<file path="src/rtl/trap_seq_ctrl_if.sv">
// ---------------------------------------------------------------------------
// trap_seq_ctrl_if
//   Bundles every non-clock/reset signal of trap_seq_ctrl.
//
//   Port summary (names seen from the controller):
//     inst_i / inst_addr_i             instruction in execute and its PC
//     jump_flag_i / jump_addr_i        branch taken by exu this cycle + target
//     hold_flag_i                      stall from another source
//     int_req_i / global_int_en_i      level interrupt request, mstatus.MIE
//     csr_mtvec_i/mepc_i/mstatus_i     current CSR values
//     csr_we_o/csr_waddr_o/csr_data_o  CSR write port (one CSR per cycle)
//     hold_flag_o                      stall request to the pipeline
//     int_assert_o / int_addr_o        one-cycle redirect strobe and target
//     dbg_state_o/dbg_pc_o/dbg_cause_o FSM state and latched trap PC/cause
//
//   modport slave  : the controller
//   modport master : whoever drives the controller (pipeline / bench)
// ---------------------------------------------------------------------------
interface trap_seq_ctrl_if;
    logic [31:0] inst_i;
    logic [31:0] inst_addr_i;
    logic        jump_flag_i;
    logic [31:0] jump_addr_i;
    logic        hold_flag_i;
    logic        int_req_i;
    logic        global_int_en_i;
    logic [31:0] csr_mtvec_i;
    logic [31:0] csr_mepc_i;
    logic [31:0] csr_mstatus_i;

    logic        csr_we_o;
    logic [31:0] csr_waddr_o;
    logic [31:0] csr_data_o;
    logic        hold_flag_o;
    logic        int_assert_o;
    logic [31:0] int_addr_o;

    logic [2:0]  dbg_state_o;
    logic [31:0] dbg_pc_o;
    logic [31:0] dbg_cause_o;

    modport slave (
        input  inst_i, inst_addr_i, jump_flag_i, jump_addr_i, hold_flag_i,
        input  int_req_i, global_int_en_i,
        input  csr_mtvec_i, csr_mepc_i, csr_mstatus_i,
        output csr_we_o, csr_waddr_o, csr_data_o,
        output hold_flag_o, int_assert_o, int_addr_o,
        output dbg_state_o, dbg_pc_o, dbg_cause_o
    );

    modport master (
        output inst_i, inst_addr_i, jump_flag_i, jump_addr_i, hold_flag_i,
        output int_req_i, global_int_en_i,
        output csr_mtvec_i, csr_mepc_i, csr_mstatus_i,
        input  csr_we_o, csr_waddr_o, csr_data_o,
        input  hold_flag_o, int_assert_o, int_addr_o,
        input  dbg_state_o, dbg_pc_o, dbg_cause_o
    );
endinterface

</file>
<file path="src/rtl/trap_seq_ctrl.sv">
// ---------------------------------------------------------------------------
// trap_seq_ctrl
//   Trap / interrupt / mret sequencer. On ecall, ebreak or an enabled
//   interrupt it writes mepc, mstatus and mcause (one CSR per cycle) and then
//   redirects the pipeline to mtvec. On mret it restores mstatus and
//   redirects to mepc.
//
//   Ports:
//     clk   rising-edge clock
//     rst   asynchronous, active-high reset
//     bus   trap_seq_ctrl_if.slave (see interface header for signal list)
//
//   Handshake semantics: there is no back-pressure. csr_we_o is a strobe;
//   the CSR file must accept csr_waddr_o/csr_data_o on every cycle it is
//   high. int_assert_o is a one-cycle strobe and int_addr_o is meaningful
//   only in that cycle. Both address/data buses are forced to zero whenever
//   their strobe is low. hold_flag_o stalls the pipeline from the detection
//   cycle until the redirect cycle inclusive.
// ---------------------------------------------------------------------------
module trap_seq_ctrl #(
    parameter logic [11:0] CSR_MSTATUS_A = 12'h300,
    parameter logic [11:0] CSR_MEPC_A    = 12'h341,
    parameter logic [11:0] CSR_MCAUSE_A  = 12'h342
) (
    input logic             clk,
    input logic             rst,
    trap_seq_ctrl_if.slave  bus
);

    localparam logic [31:0] INST_ECALL  = 32'h0000_0073;
    localparam logic [31:0] INST_EBREAK = 32'h0010_0073;
    localparam logic [31:0] INST_MRET   = 32'h3020_0073;

    localparam logic [31:0] CAUSE_ECALL  = 32'd11;
    localparam logic [31:0] CAUSE_EBREAK = 32'd3;
    localparam logic [31:0] CAUSE_EXTINT = 32'h8000_000B;

    typedef enum logic [2:0] {
        IDLE      = 3'd0,
        W_MEPC    = 3'd1,
        W_MSTATUS = 3'd2,
        W_MCAUSE  = 3'd3,
        JUMP      = 3'd4,
        R_MSTATUS = 3'd5,
        R_JUMP    = 3'd6
    } state_t;

    state_t      r_state;
    logic [31:0] r_pc;
    logic [31:0] r_cause;
    logic        r_csr_we;
    logic [11:0] r_csr_waddr;
    logic [31:0] r_csr_data;
    logic        r_int_assert;
    logic [31:0] r_int_addr;

    logic        w_ecall;
    logic        w_ebreak;
    logic        w_int;
    logic        w_mret;
    logic        w_detect;
    logic [31:0] w_int_pc;
    logic [31:0] w_mstatus_trap;
    logic [31:0] w_mstatus_mret;

    assign w_ecall  = (bus.inst_i == INST_ECALL);
    assign w_ebreak = (bus.inst_i == INST_EBREAK);
    assign w_int    = bus.int_req_i & bus.global_int_en_i & ~bus.hold_flag_i;
    assign w_mret   = (bus.inst_i == INST_MRET);
    assign w_detect = (r_state == IDLE) & (w_ecall | w_ebreak | w_int | w_mret);

    // An interrupt taken while a branch resolves must return to the branch
    // target, not to the instruction that was being squashed.
    assign w_int_pc = bus.jump_flag_i ? bus.jump_addr_i : bus.inst_addr_i;

    // Trap entry: MPIE <= MIE, MIE <= 0.
    assign w_mstatus_trap = {bus.csr_mstatus_i[31:8], bus.csr_mstatus_i[3],
                             bus.csr_mstatus_i[6:4], 1'b0,
                             bus.csr_mstatus_i[2:0]};
    // mret: MIE <= MPIE, MPIE <= 1.
    assign w_mstatus_mret = {bus.csr_mstatus_i[31:8], 1'b1,
                             bus.csr_mstatus_i[6:4], bus.csr_mstatus_i[7],
                             bus.csr_mstatus_i[2:0]};

    // Outputs are registered: the values for a state are loaded on the same
    // edge that enters it, so they line up exactly with r_state and are
    // cleared asynchronously together with it.
    always_ff @(posedge clk or posedge rst) begin
        if (rst) begin
            r_state      <= IDLE;
            r_pc         <= 32'd0;
            r_cause      <= 32'd0;
            r_csr_we     <= 1'b0;
            r_csr_waddr  <= 12'd0;
            r_csr_data   <= 32'd0;
            r_int_assert <= 1'b0;
            r_int_addr   <= 32'd0;
        end else begin
            r_csr_we     <= 1'b0;
            r_csr_waddr  <= 12'd0;
            r_csr_data   <= 32'd0;
            r_int_assert <= 1'b0;
            r_int_addr   <= 32'd0;

            case (r_state)
                IDLE: begin
                    if (w_ecall || w_ebreak) begin
                        r_state     <= W_MEPC;
                        r_pc        <= bus.inst_addr_i;
                        r_cause     <= w_ecall ? CAUSE_ECALL : CAUSE_EBREAK;
                        r_csr_we    <= 1'b1;
                        r_csr_waddr <= CSR_MEPC_A;
                        r_csr_data  <= bus.inst_addr_i;
                    end else if (w_int) begin
                        r_state     <= W_MEPC;
                        r_pc        <= w_int_pc;
                        r_cause     <= CAUSE_EXTINT;
                        r_csr_we    <= 1'b1;
                        r_csr_waddr <= CSR_MEPC_A;
                        r_csr_data  <= w_int_pc;
                    end else if (w_mret) begin
                        r_state     <= R_MSTATUS;
                        r_csr_we    <= 1'b1;
                        r_csr_waddr <= CSR_MSTATUS_A;
                        r_csr_data  <= w_mstatus_mret;
                    end else begin
                        r_state <= IDLE;
                    end
                end

                W_MEPC: begin
                    r_state     <= W_MSTATUS;
                    r_csr_we    <= 1'b1;
                    r_csr_waddr <= CSR_MSTATUS_A;
                    r_csr_data  <= w_mstatus_trap;
                end

                W_MSTATUS: begin
                    r_state     <= W_MCAUSE;
                    r_csr_we    <= 1'b1;
                    r_csr_waddr <= CSR_MCAUSE_A;
                    r_csr_data  <= r_cause;
                end

                W_MCAUSE: begin
                    r_state      <= JUMP;
                    r_int_assert <= 1'b1;
                    r_int_addr   <= bus.csr_mtvec_i;
                end

                JUMP: begin
                    r_state <= IDLE;
                end

                R_MSTATUS: begin
                    r_state      <= R_JUMP;
                    r_int_assert <= 1'b1;
                    r_int_addr   <= bus.csr_mepc_i;
                end

                R_JUMP: begin
                    r_state <= IDLE;
                end

                default: begin
                    r_state <= IDLE;
                end
            endcase
        end
    end

    assign bus.csr_we_o     = r_csr_we;
    assign bus.csr_waddr_o  = {20'd0, r_csr_waddr};
    assign bus.csr_data_o   = r_csr_data;
    assign bus.int_assert_o = r_int_assert;
    assign bus.int_addr_o   = r_int_addr;

    // Stall must already be asserted in the cycle the request is seen, so
    // this one is combinational; rst gates it because inputs may still
    // present a request while the block is held in reset.
    assign bus.hold_flag_o  = ~rst & (w_detect | (r_state != IDLE));

    assign bus.dbg_state_o  = r_state;
    assign bus.dbg_pc_o     = r_pc;
    assign bus.dbg_cause_o  = r_cause;

endmodule

</file>
<file path="src/flat_wrapper.sv">
// flat-port wrapper written by rule: the top's interface ports become plain ports
module trap_seq_ctrl_flat 
#(
    parameter logic [11:0] CSR_MSTATUS_A = 12'h300,
    parameter logic [11:0] CSR_MEPC_A    = 12'h341,
    parameter logic [11:0] CSR_MCAUSE_A  = 12'h342
)
  (clk, rst, bus_inst_i, bus_inst_addr_i, bus_jump_flag_i, bus_jump_addr_i, bus_hold_flag_i, bus_int_req_i, bus_global_int_en_i, bus_csr_mtvec_i, bus_csr_mepc_i, bus_csr_mstatus_i, bus_csr_we_o, bus_csr_waddr_o, bus_csr_data_o, bus_hold_flag_o, bus_int_assert_o, bus_int_addr_o, bus_dbg_state_o, bus_dbg_pc_o, bus_dbg_cause_o);
  trap_seq_ctrl_if bus_i ();
  input logic clk;
  input logic rst;
  input wire logic [$bits(bus_i.inst_i)-1:0] bus_inst_i;
  input wire logic [$bits(bus_i.inst_addr_i)-1:0] bus_inst_addr_i;
  input wire logic [$bits(bus_i.jump_flag_i)-1:0] bus_jump_flag_i;
  input wire logic [$bits(bus_i.jump_addr_i)-1:0] bus_jump_addr_i;
  input wire logic [$bits(bus_i.hold_flag_i)-1:0] bus_hold_flag_i;
  input wire logic [$bits(bus_i.int_req_i)-1:0] bus_int_req_i;
  input wire logic [$bits(bus_i.global_int_en_i)-1:0] bus_global_int_en_i;
  input wire logic [$bits(bus_i.csr_mtvec_i)-1:0] bus_csr_mtvec_i;
  input wire logic [$bits(bus_i.csr_mepc_i)-1:0] bus_csr_mepc_i;
  input wire logic [$bits(bus_i.csr_mstatus_i)-1:0] bus_csr_mstatus_i;
  output wire logic [$bits(bus_i.csr_we_o)-1:0] bus_csr_we_o;
  output wire logic [$bits(bus_i.csr_waddr_o)-1:0] bus_csr_waddr_o;
  output wire logic [$bits(bus_i.csr_data_o)-1:0] bus_csr_data_o;
  output wire logic [$bits(bus_i.hold_flag_o)-1:0] bus_hold_flag_o;
  output wire logic [$bits(bus_i.int_assert_o)-1:0] bus_int_assert_o;
  output wire logic [$bits(bus_i.int_addr_o)-1:0] bus_int_addr_o;
  output wire logic [$bits(bus_i.dbg_state_o)-1:0] bus_dbg_state_o;
  output wire logic [$bits(bus_i.dbg_pc_o)-1:0] bus_dbg_pc_o;
  output wire logic [$bits(bus_i.dbg_cause_o)-1:0] bus_dbg_cause_o;
  assign bus_i.inst_i = bus_inst_i;
  assign bus_i.inst_addr_i = bus_inst_addr_i;
  assign bus_i.jump_flag_i = bus_jump_flag_i;
  assign bus_i.jump_addr_i = bus_jump_addr_i;
  assign bus_i.hold_flag_i = bus_hold_flag_i;
  assign bus_i.int_req_i = bus_int_req_i;
  assign bus_i.global_int_en_i = bus_global_int_en_i;
  assign bus_i.csr_mtvec_i = bus_csr_mtvec_i;
  assign bus_i.csr_mepc_i = bus_csr_mepc_i;
  assign bus_i.csr_mstatus_i = bus_csr_mstatus_i;
  assign bus_csr_we_o = bus_i.csr_we_o;
  assign bus_csr_waddr_o = bus_i.csr_waddr_o;
  assign bus_csr_data_o = bus_i.csr_data_o;
  assign bus_hold_flag_o = bus_i.hold_flag_o;
  assign bus_int_assert_o = bus_i.int_assert_o;
  assign bus_int_addr_o = bus_i.int_addr_o;
  assign bus_dbg_state_o = bus_i.dbg_state_o;
  assign bus_dbg_pc_o = bus_i.dbg_pc_o;
  assign bus_dbg_cause_o = bus_i.dbg_cause_o;
  trap_seq_ctrl #(.CSR_MSTATUS_A(CSR_MSTATUS_A), .CSR_MEPC_A(CSR_MEPC_A), .CSR_MCAUSE_A(CSR_MCAUSE_A)) u_core (.clk(clk), .rst(rst), .bus(bus_i));
endmodule
</file>
<file path="config.mk">
export PLATFORM = sky130hd
export DESIGN_NAME = trap_seq_ctrl_flat
export DESIGN_NICKNAME = d
export VERILOG_FILES = /design/src/rtl/trap_seq_ctrl_if.sv /design/src/rtl/trap_seq_ctrl.sv /design/src/flat_wrapper.sv
export SDC_FILE = /design/constraint.sdc
export NUM_CORES = 1
export LEC_CHECK = 0
export CAP_MARGIN = 30
export CELL_PAD_IN_SITES_DETAIL_PLACEMENT = 0
export CELL_PAD_IN_SITES_GLOBAL_PLACEMENT = 1
export CORE_AREA = 2 2 141 143
export CTS_CLUSTER_DIAMETER = 80
export DETAILED_ROUTE_END_ITERATION = 10
export DIE_AREA = 0 0 143 145
export DONT_BUFFER_PORTS = 1
export PLACE_DENSITY_LB_ADDON = 0.08
export SYNTH_ARGS = -nofsm -noshare
export SYNTH_HDL_FRONTEND = slang
export SYNTH_SLANG_ARGS = --single-unit
export TNS_END_PERCENT = 10
</file>
<file path="constraint.sdc">
create_clock -name clk -period 10.2 [get_ports clk]
set_input_delay 2.04 -clock clk [delete_from_list [all_inputs] [get_ports clk]]
set_output_delay 2.04 -clock clk [all_outputs]
set_load 0.01 [all_outputs]
</file>
# Yosys cells after proc, flatten, opt, wreduce, memory -nomap -nowiden
# Cells that the tools add are included.
word_totals:
  reg_bits: 145
  elab_cells: 56
classes:
  eq_ne: 7
  mux: 24
  bitwise_logic: 10
  reduce_logical: 7
ops:
  columns: ["operator", "count"]
  rows:
  - ["32-bit 2-to-1 mux", 8]
  - ["32-bit one-hot mux with 3 select lines", 1]
  - ["32-bit one-hot mux with 2 select lines", 1]
  - ["12-bit one-hot mux with 3 select lines", 1]
  - ["32-bit by 21-bit equality test with 1-bit output (second input constant)", 1]
  - ["32-bit by 30-bit equality test with 1-bit output (second input constant)", 1]
  - ["32-bit by 7-bit equality test with 1-bit output (second input constant)", 1]
  - ["12-bit 2-to-1 mux", 2]
  - ["3-bit one-hot mux with 5 select lines", 1]
  - ["10-bit 2-to-1 mux", 1]
  - ["3-bit 2-to-1 mux", 3]
  - ["3-bit by 2-bit equality test with 1-bit output (second input constant)", 2]
  - ["1-bit AND", 4]
  - ["1-bit 2-to-1 mux", 4]
  - ["4-bit 2-to-1 mux", 1]
  - ["1-bit OR", 4]
  - ["2-bit OR reduction", 2]
  - ["3-bit by 1-bit equality test with 1-bit output (second input constant)", 1]
  - ["3-bit equality test (second input constant)", 1]
  - ["3-bit zero test", 1]
  - ["3-bit nonzero test", 1]
  - ["1-bit NOT", 2]
  - ["1-bit one-hot mux with 2 select lines", 1]
  - ["2-bit AND reduction", 1]
  - ["other kinds (2)", 2]

# Depth between registers and ports, before layout
# Gate-level depths: netlist of run 1.
depth:
  ltp_word: 7
  ltp_mapped: 8

# Worst setup path after synthesis of run 1
# Ideal clock, no wire load.
synth_path:
  path_type: "in2out"
  startpoint: "in bus_inst_i[24]"
  endpoint: "out bus_hold_flag_o"
  arrival_time_ps: 3112
  required_ps: 8160
  path_slack_ps: 5048
  cell_stages: 5
  path_buffers: 0
  path_cell_list: "nor4b_2 -> nand4_2 -> nor2_1 -> o211ai_1 -> a31oi_1"
synth_via:
  elab_chain_cells: 7
  word_cells_on_any_way: 9
  cone_classes: "eq/ne (3); bitwise (6)"
synth_rtl:
  columns: ["element", "line_no", "text"]
  rows:
  - ["from (decl)", "flat_wrapper.sv:12", "input wire logic [$bits(bus_i.inst_i)-1:0] bus_inst_i;"]
  - ["32-bit by 7-bit equality test with 1-bit output or 32-bit by 21-bit equality test with 1-bit output (tied branches)", "trap_seq_ctrl.sv:66, trap_seq_ctrl.sv:67", null]
  - ["1-bit OR (2 in series)", "trap_seq_ctrl.sv:70", "assign w_detect = (r_state == IDLE) & (w_ecall | w_ebreak | w_int | w_mret);"]
  - ["1-bit OR (*)", "trap_seq_ctrl.sv:70", null]
  - ["1-bit AND (*)", "trap_seq_ctrl.sv:70", null]
  - ["1-bit OR (*)", "trap_seq_ctrl.sv:181", "assign bus.hold_flag_o = ~rst & (w_detect | (r_state != IDLE));"]
  - ["1-bit AND (*)", "trap_seq_ctrl.sv:181", null]
  - ["to (decl)", "flat_wrapper.sv:25", "output wire logic [$bits(bus_i.hold_flag_o)-1:0] bus_hold_flag_o;"]
# Mark *: on every way between the ends. The rest lies on a longest branch, timed or not.

# Final worst setup path of run 1
# Ends and elaborated chain as after synthesis.

==> impl_metrics.ini, run 1 <==
[pwr]
power_density_nw_per_um2 = 251
p_int_mw = 0.891
clkPwrFrac_pct = 23.9
p_leak_nw = 2.77
vdd_drop_max_uv = 80.2
p_switching_mw = 0.578
p_total_mw = 1.47
sequentialPowerShare_pct = 51.6
comb_power_share_pct = 24.5
sw_frac_of_total_pct = 39.3

[route]
avgViaCountPerCell = 5.02
vias = 3838
routedWlPerCell_um = 23.3
ant_nets = 0
dr.pass1.iters = 4
drt_wl_total_um = 17800
drt_iter0_markers = 132
drc = 0

[clock_tree]
ctsResizeCount = 0
clk_pin_slew_worst_paths_ns = 0.08
cts_setup_buffers = 0
htreeDepth = 3
cts_tree = built
clockRootBuffer = clkbuf_16
cts-hold-fix-buffers = 0
clock_path_buffers = 2
cts_made_buffers = 9
clock_latency_ns = 0.34
cts_sinks = 107

[worst_hold_path]
hold_class = flip-flop to flip-flop
hold_end = u_core.bus.dbg_pc_o[14]
whs_path_depth = 1
hold_path_startpoint = u_core.bus.dbg_pc_o[14]

[synth]
ys_seq_area_share_pct = 49.4
synth_edf_count = 0
ys_types = 57
async_reset_ff_share_pct = 100
syn_area_um2 = 5420
avgSynthCellArea_um2 = 10.6
synthCells = 513
synthFlopType = dfrtp_1
synth_warnings = 0
ys_seq_elements = 107

[floorplan]
dieWidth_um = 143
chipHeight_um = 145
dieArea_um2 = 20700
start_util_pct = 28.2
ios = 364
core_area_um2 = 19200
rows = 51

[final_layout]
fillers = 1983
final_nets = 692
final_common_cell = dfrtp_1
area_growth_pct = 7.71
drive_gt1_share_pct = 9.42
layout_common_cells = dfrtp_1, conb_1, mux2i_1
diodes = 0

[timing]
clock.fmax_mhz = 185
fin_crit_sh_pct = 52.9
hold_viol = 0
rsz0062_at_grt = false
setup_violations = 0
timing.slew.headroom_pct = 35.9
hold_slack_ns = 0.574
tns_ns = 0
skew_ns = 0.00552
fin_crit_ns = 5.40
tightest_slew_ns = 0.959
slew_viol_final = 0

[run]
maxCapViolations = 0

[grt]
grt_antenna_before_repair = 0
grt_max_degree = 56
grt_pass1_wl_um = 25900
grt-ovfl-total = 0
grtUsageTotal_pct = 16.7
grt_pass1_vias = 4017

[placed_design]
portBuffers = 0
dp_hpwl_um = 13200
gp_congestion = 0.793

[worst_setup_path]
cp-end-kind = primary output
cp_top_family = simple AND/OR/NAND/NOR gates
critPathMaxFanout = 8
required_ns = 8.16
cp.depth = 5
worst-r2r-cell-count = 4
cp-start-kind = input port
cp_cell_sequence = nor4b_2, nand4_2, nor2_1, o211ai_1, a31oi_1
worst-setup-path-type = input port to primary output
critical_path.max_stage_delay_ns = 0.36
crit_buf_inv = 0
r2r_slack_ns = 7.61
r2r-end = u_core.bus.dbg_pc_o[7]
timing.rr.start = u_core.bus.dbg_state_o[2]
crit_arrival_ns = 3.36
slowest_stage = a31oi_1

[outcome]
outcome = finished clean
## how the worst max path moves through the flow
stage,from,endpoint,slack [ns]
6_report,bus_inst_i[24],bus_hold_flag_o,4.80
5_1_grt,bus_inst_i[12],bus_hold_flag_o,4.70
4_1_cts,bus_inst_i[24],bus_hold_flag_o,4.79
3_5_place_dp,bus_inst_i[24],bus_hold_flag_o,4.79
3_3_place_gp,bus_inst_i[24],bus_hold_flag_o,4.85
2_1_floorplan,bus_inst_i[24],bus_hold_flag_o,5.05
## cell usage after synthesis, drive strengths merged (5+ instances only)
library cell    n  share of area, %
dfrtp         107                49
buf            70               9.2
mux2i          48               8.9
nor2           39               2.7
a22o           34               5.5
nand2          30               2.1
o21ai          27               2.6
clkbuf         23               1.6
o2bb2ai        23               3.7
nand3          21               1.9
nor3           14               1.3
inv             7              0.48
a21oi           6              0.55
nor4            6              0.92
a22oi           5              0.69
## flip-flops by register name, summed over array words and instances, names as in the netlist
register	cells
u_core.bus.csr_data_o	32
u_core.bus.dbg_pc_o	32
u_core.bus.int_addr_o	32
u_core.r_csr_waddr	4
u_core.bus.dbg_cause_o	3
u_core.bus.dbg_state_o	3
u_core.bus.int_assert_o	1
## cell type report
cell class                 count  area, um^2  area share [%]
clock buffer                  11         253            4.33
clock inverter                 5        46.3           0.793
inverter                       8        32.5           0.557
multi-input combinational    359        2370            40.6
sequential                   107        2680            45.9
tap                          265         332            5.68
timing repair buffer           9         128            2.19
## power groups by stage
stage               clock, mW  combinational [mW]  sequential (mW)
floorplan                   0               0.308            0.696
global placement            0               0.354            0.775
detailed placement          0               0.364            0.770
CTS                     0.363               0.365            0.763
global route            0.381               0.405            0.775
finish                  0.351               0.360            0.757
## layer usage
| layer | global-route usage [%] | up-vias | share of wire [%] |
|---|---|---|---|
| met5 | 0 | - | 0 |
| met4 | 5.94 | 0 | 2.3 |
| met3 | 5.12 | 23 | 9.0 |
| met2 | 28.2 | 226 | 50 |
| met1 | 19.9 | 1878 | 39 |
| li1 | - | 1711 | - |
## kinds of logic (layout without fill, tap and decap cells)
kind of cell	after synthesis	in the layout	synth area share [%]
AO/OA/AOI/OAI	122	122	17.6
other	1	55	0.0692
flip-flops	107	107	49.4
multiplexers	49	49	9.07
buffers and inverters	101	33	11.4
AND/OR/NAND/NOR	133	133	12.5
## stage by stage
| step | area, um^2 | instances | util, % | setup slack, ns |
|---|---|---|---|---|
| after floorplan | 5620 | 567 | - | 5.05 |
| after global placement | 5450 | 744 | 28.4 | 4.85 |
| after detailed placement | 5490 | 746 | 28.6 | 4.79 |
| after CTS | 5790 | 762 | 30.2 | 4.79 |
| after global routing | 5840 | 764 | 30.4 | 4.70 |
| final | 5840 | 764 | 30.4 | 4.80 |
Note: power is estimated with default switching activity, not from simulation.
==> run 2: changes to the inputs <==
--- a/config.mk
+++ b/config.mk
@@ -8,10 +8,10 @@
 export CAP_MARGIN = 30
 export CELL_PAD_IN_SITES_DETAIL_PLACEMENT = 0
 export CELL_PAD_IN_SITES_GLOBAL_PLACEMENT = 1
-export CORE_AREA = 2 2 141 143
+export CORE_AREA = 2 2 143 145
 export CTS_CLUSTER_DIAMETER = 80
 export DETAILED_ROUTE_END_ITERATION = 10
-export DIE_AREA = 0 0 143 145
+export DIE_AREA = 0 0 145 147
 export DONT_BUFFER_PORTS = 1
 export PLACE_DENSITY_LB_ADDON = 0.08
 export SYNTH_ARGS = -nofsm -noshare
==> constraint.sdc (replaced) <==
create_clock -name clk -period 5.1 [get_ports clk]
set_input_delay 1.02 -clock clk [delete_from_list [all_inputs] [get_ports clk]]
set_output_delay 1.02 -clock clk [all_outputs]
set_load 0.01 [all_outputs]
==> run 2 against run 1 <==
Wire length is 1.1% higher. Sequential share of layout area down 0.21 points. Count of clock-buffer cells in the layout decreased by 1. Non-clock buffer count is 1 higher. Die area up 2.8%. Critical endpoint unchanged.
==> impl_metrics.ini, run 2 (synthesized netlist as in run 1, its figures left out) <==
[floorplan]
start_util_pct = 27.3
chipHeight_um = 147
ios = 364
dieArea_um2 = 21300
dieWidth_um = 145
core_area_um2 = 19800
rows = 52

[route]
dr.pass1.iters = 4
vias = 3778
avgViaCountPerCell = 4.91
drt_wl_total_um = 18000
drc = 0
drt_iter0_markers = 178
ant_nets = 0
routedWlPerCell_um = 23.4

[worst_setup_path]
cp-end-kind = primary output
worst-setup-path-type = input port to primary output
crit_arrival_ns = 2.34
cp-start-kind = input port
crit_buf_inv = 0
critical_path.max_stage_delay_ns = 0.36
critPathMaxFanout = 8
slowest_stage = a31oi_1
r2r_slack_ns = 2.57
cp_cell_sequence = nor4b_2, nand4_2, nor2_1, o211ai_1, a31oi_1
required_ns = 4.08
cp_top_family = simple AND/OR/NAND/NOR gates

[clock_tree]
cts_setup_buffers = 0
ctsResizeCount = 0
cts-hold-fix-buffers = 0
cts_made_buffers = 9
cts_sinks = 107
clock_path_buffers = 2
clk_pin_slew_worst_paths_ns = 0.07
htreeDepth = 3
cts_tree = built
clock_latency_ns = 0.36
clockRootBuffer = clkbuf_16

[final_layout]
layout_common_cells = dfrtp_1, conb_1, mux2i_1
final_common_cell = dfrtp_1
drive_gt1_share_pct = 9.22
fin_cells = 769
fillers = 2063
area_growth_pct = 8.19
final_area_um2 = 5870
final_nets = 693
diodes = 0

[worst_hold_path]
hold_class = input port to async pin

[grt]
grt_max_degree = 61
grt_pass1_wl_um = 26200
grt_pass1_vias = 3863
grtUsageTotal_pct = 16.5
grt_antenna_before_repair = 0
grt-ovfl-total = 0

[placed_design]
gp_congestion = 0.768
portBuffers = 0
dp_hpwl_um = 13300
placement.cell_area_um2 = 5500
dp.cells = 751

[timing]
clock.fmax_mhz = 298
tns_ns = 0
fin_crit_ns = 3.36
tightest_slew_ns = 0.810
timing.slew.headroom_pct = 46.0
fin_crit_sh_pct = 65.9
hold_viol = 0
skew_ns = 0.00919
slew_viol_final = 0
setup_violations = 0
rsz0062_at_grt = false

[run]
maxCapViolations = 0

[pwr]
p_leak_nw = 2.77
power_density_nw_per_um2 = 502
vdd_drop_max_uv = 207

[outcome]
outcome = finished clean
[run 2: cell count changes in the layout (fill, tap and decap cells not counted), sizes merged]
cell      previous run  this run
inv                  8         9
buf                  9        10
clkbuf              11        10
clkinvlp             0         2
clkinv               5         1
bufinv               0         1
[run 2: area by class of cell]
type / instances / area (um^2) / area share (%)
inverters: 8 / 32.5 / 0.555
clock inverters: 5 / 62.6 / 1.07
multi-input cells: 359 / 2370 / 40.4
flip-flops and latches: 107 / 2680 / 45.6
clock buffers: 10 / 229 / 3.90
well taps: 270 / 338 / 5.76
repair buffers: 10 / 155 / 2.65
[run 2: worst paths after layout]
check / end / start / depth (start not counted)
max: bus_hold_flag_o / bus_inst_i[24] / 5
min: u_core.r_csr_waddr[8] / rst / 1
max reg2reg: u_core.bus.dbg_pc_o[7] / u_core.bus.dbg_state_o[2] / 5
min reg2reg: u_core.bus.dbg_pc_o[21] / u_core.bus.dbg_pc_o[21] / 1
max in group asynchronous: u_core.bus.int_addr_o[25] / rst / 3
min in group clk: u_core.bus.dbg_pc_o[21] / u_core.bus.dbg_pc_o[21] / 1
[run 2: stage by stage]
step / hold slack (ns) / setup slack, ns / power [mW] / util [%]
floorplan: 0.522 / 1.26 / 2.01 / -
global route: 0.454 / 1.61 / 3.14 / 29.6
detailed placement: 0.558 / 1.14 / 2.27 / 27.7
global placement: 0.560 / 1.26 / 2.27 / 27.5
finish: 0.461 / 1.74 / 2.95 / 29.6
CTS: 0.451 / 1.52 / 3.00 / 29.2
[run 2: routing by layer]
layer	GRT usage (%)	part of all wire, %	vias up
met3	5.22	8.6	24
met2	27.8	51	221
li1	-	-	1698
met4	6.58	2.7	0
met5	0	0	-
met1	19.6	38	1835
[run 2: worst reg2reg max path: stages (launching register included)]
cell,delay (ns)
dfrtp_1,0.57
or3_2,0.54
buf_4,0.31
nor2_1,0.45
nand2_1,0.23
o221a_2,0.32
[run 2: report_power, final]
group / switching, mW / internal, mW / total, mW
Clock: 0.334 / 0.383 / 0.716
Combinational: 0.422 / 0.290 / 0.712
Sequential: 0.393 / 1.13 / 1.52
==> run 3: changes to the inputs <==
==> constraint.sdc (replaced) <==
create_clock -name clk -period 3.4 [get_ports clk]
set_input_delay 0.68 -clock clk [delete_from_list [all_inputs] [get_ports clk]]
set_output_delay 0.68 -clock clk [all_outputs]
set_load 0.01 [all_outputs]
==> run 3 against run 2 <==
Clock power increased by 42%. Final cell count increased by 0.65%. Power increased by 48%. First-iteration DRC count shrank 28%. Wire length rose by 0.39%. Sequential share of layout area is 0.29 points higher. Global-route usage decreased by 0.11 points. Hold slack got worse by 0.19 ns. Critical path type unchanged. Largest power group unchanged. Highest routed layer unchanged.
==> impl_metrics.ini, run 3 (synthesized netlist as in run 1, its figures left out) <==
[outcome]
outcome = finished clean

[clock_tree]
clock_latency_ns = 0.35
cts_made_buffers = 9
cts_setup_buffers = 0
clk_pin_slew_worst_paths_ns = 0.08
cts_tree = built
cts_sinks = 107
htreeDepth = 3
clock_path_buffers = 2
cts-hold-fix-buffers = 0
clockRootBuffer = clkbuf_16
ctsResizeCount = 0

[final_layout]
final_nets = 697
fin_cells = 774
fillers = 2102
drive_gt1_share_pct = 10.1
diodes = 0
layout_common_cells = dfrtp_1, conb_1, mux2i_1
fin_util_pct = 29.4
final_common_cell = dfrtp_1
final_area_um2 = 5830
area_growth_pct = 7.50

[route]
drt_iter0_markers = 129
routedWlPerCell_um = 23.3
drt_wl_total_um = 18000
avgViaCountPerCell = 4.92
wl_met2_um = 9400
dr.pass1.iters = 4
vias = 3806
met3WireLength_um = 1710
ant_nets = 0
wl_met1_um = 6760
drc = 0
top_layer = met4

[timing]
setup_violations = 0
hold_viol = 0
clock.fmax_mhz = 371
fin_crit_sh_pct = 79.2
hold_slack_ns = 0.268
timing.slew.headroom_pct = 57.7
skew_ns = 0.00829
tns_ns = 0
rsz0062_at_grt = false
finalWorstSetupSlack_ns = 0.708
slew_viol_final = 0
tightest_slew_ns = 0.634
fin_crit_ns = 2.69

[worst_setup_path]
required_ns = 2.72
cp_cell_sequence = nor4_2, nand4_2, nor2_1, o211ai_1, a31oi_1
cp-end-kind = primary output
crit_arrival_ns = 2.01
slowest_stage = a31oi_1
critPathMaxFanout = 8
critical_path.max_stage_delay_ns = 0.36
cp-start-kind = input port
worst-setup-path-type = input port to primary output

[pwr]
p_total_mw = 4.36
p_leak_nw = 2.77
power_density_nw_per_um2 = 748
vdd_drop_max_uv = 243

[worst_hold_path]
hold_class = input port to async pin

[placed_design]
portBuffers = 0
dp.cells = 758
placement.cell_area_um2 = 5550
dp_slack_ns = 0.575
gp_congestion = 0.769
dp_hpwl_um = 13600

[run]
maxCapViolations = 0

[floorplan]
rows = 52
start_util_pct = 27.3
core_area_um2 = 19800
dieArea_um2 = 21300
dieWidth_um = 145
ios = 364
chipHeight_um = 147

[grt]
grt_antenna_before_repair = 0
grt_max_degree = 43
grt_pass1_vias = 3806
grt_pass1_wl_um = 26100
grtUsageTotal_pct = 16.3
grt-ovfl-total = 0
## run 3: changes by cell type in the layout (fill, tap and decap cells not counted), sizes merged
| cell | change |
|---|---|
| clkinvlp | -1 |
| bufinv | -1 |
| inv | -1 |
| clkinv | +4 |
| buf | +4 |
## run 3: path summary, 6_finish.rpt
check | from | to | slack, ns | cells after the start
min in group clk | bus_csr_mstatus_i[2] | u_core.bus.csr_data_o[2] | 0.44 | 2
hold / removal | rst | u_core.r_csr_waddr[1] | 0.27 | 1
setup reg to reg | u_core.bus.dbg_state_o[2] | u_core.bus.dbg_pc_o[26] | 1.00 | 5
max in group asynchronous | rst | u_core.bus.dbg_pc_o[15] | 2.14 | 2
hold reg to reg | u_core.bus.dbg_pc_o[18] | u_core.bus.dbg_pc_o[18] | 0.57 | 1
setup / recovery | bus_inst_i[9] | bus_hold_flag_o | 0.71 | 5
## run 3: area by class of cell
cell class	instances	area (um^2)	share of cell area, %
clock buffer	10	229	3.93
clock inverter	6	48.8	0.837
inverter	8	33.8	0.580
multi-input combinational	359	2370	40.7
sequential	107	2680	45.9
tap	270	338	5.80
timing repair buffer	14	130	2.23
## run 3: worst max-delay path, delay by kind of cell
family | cells | cell delay [ns]
AOI/OAI and AO/OA | 2 | 0.56
and+or+nand+nor | 3 | 0.77
## run 3: metal layers
| layer | vias to the layer above | track usage [%] |
|---|---|---|
| li1 | 1714 | - |
| met1 | 1868 | 18.9 |
| met2 | 213 | 29.0 |
| met3 | 11 | 5.62 |
| met4 | 0 | 4.16 |
| met5 | - | 0 |
## run 3: report_power, final
part / switching, mW / internal [mW] / leakage [nW]
clock: 0.511 / 0.507 / 0.137
sequential: 0.585 / 1.69 / 1.39
combinational: 0.638 / 0.431 / 1.24
total: 1.73 / 2.63 / 2.77
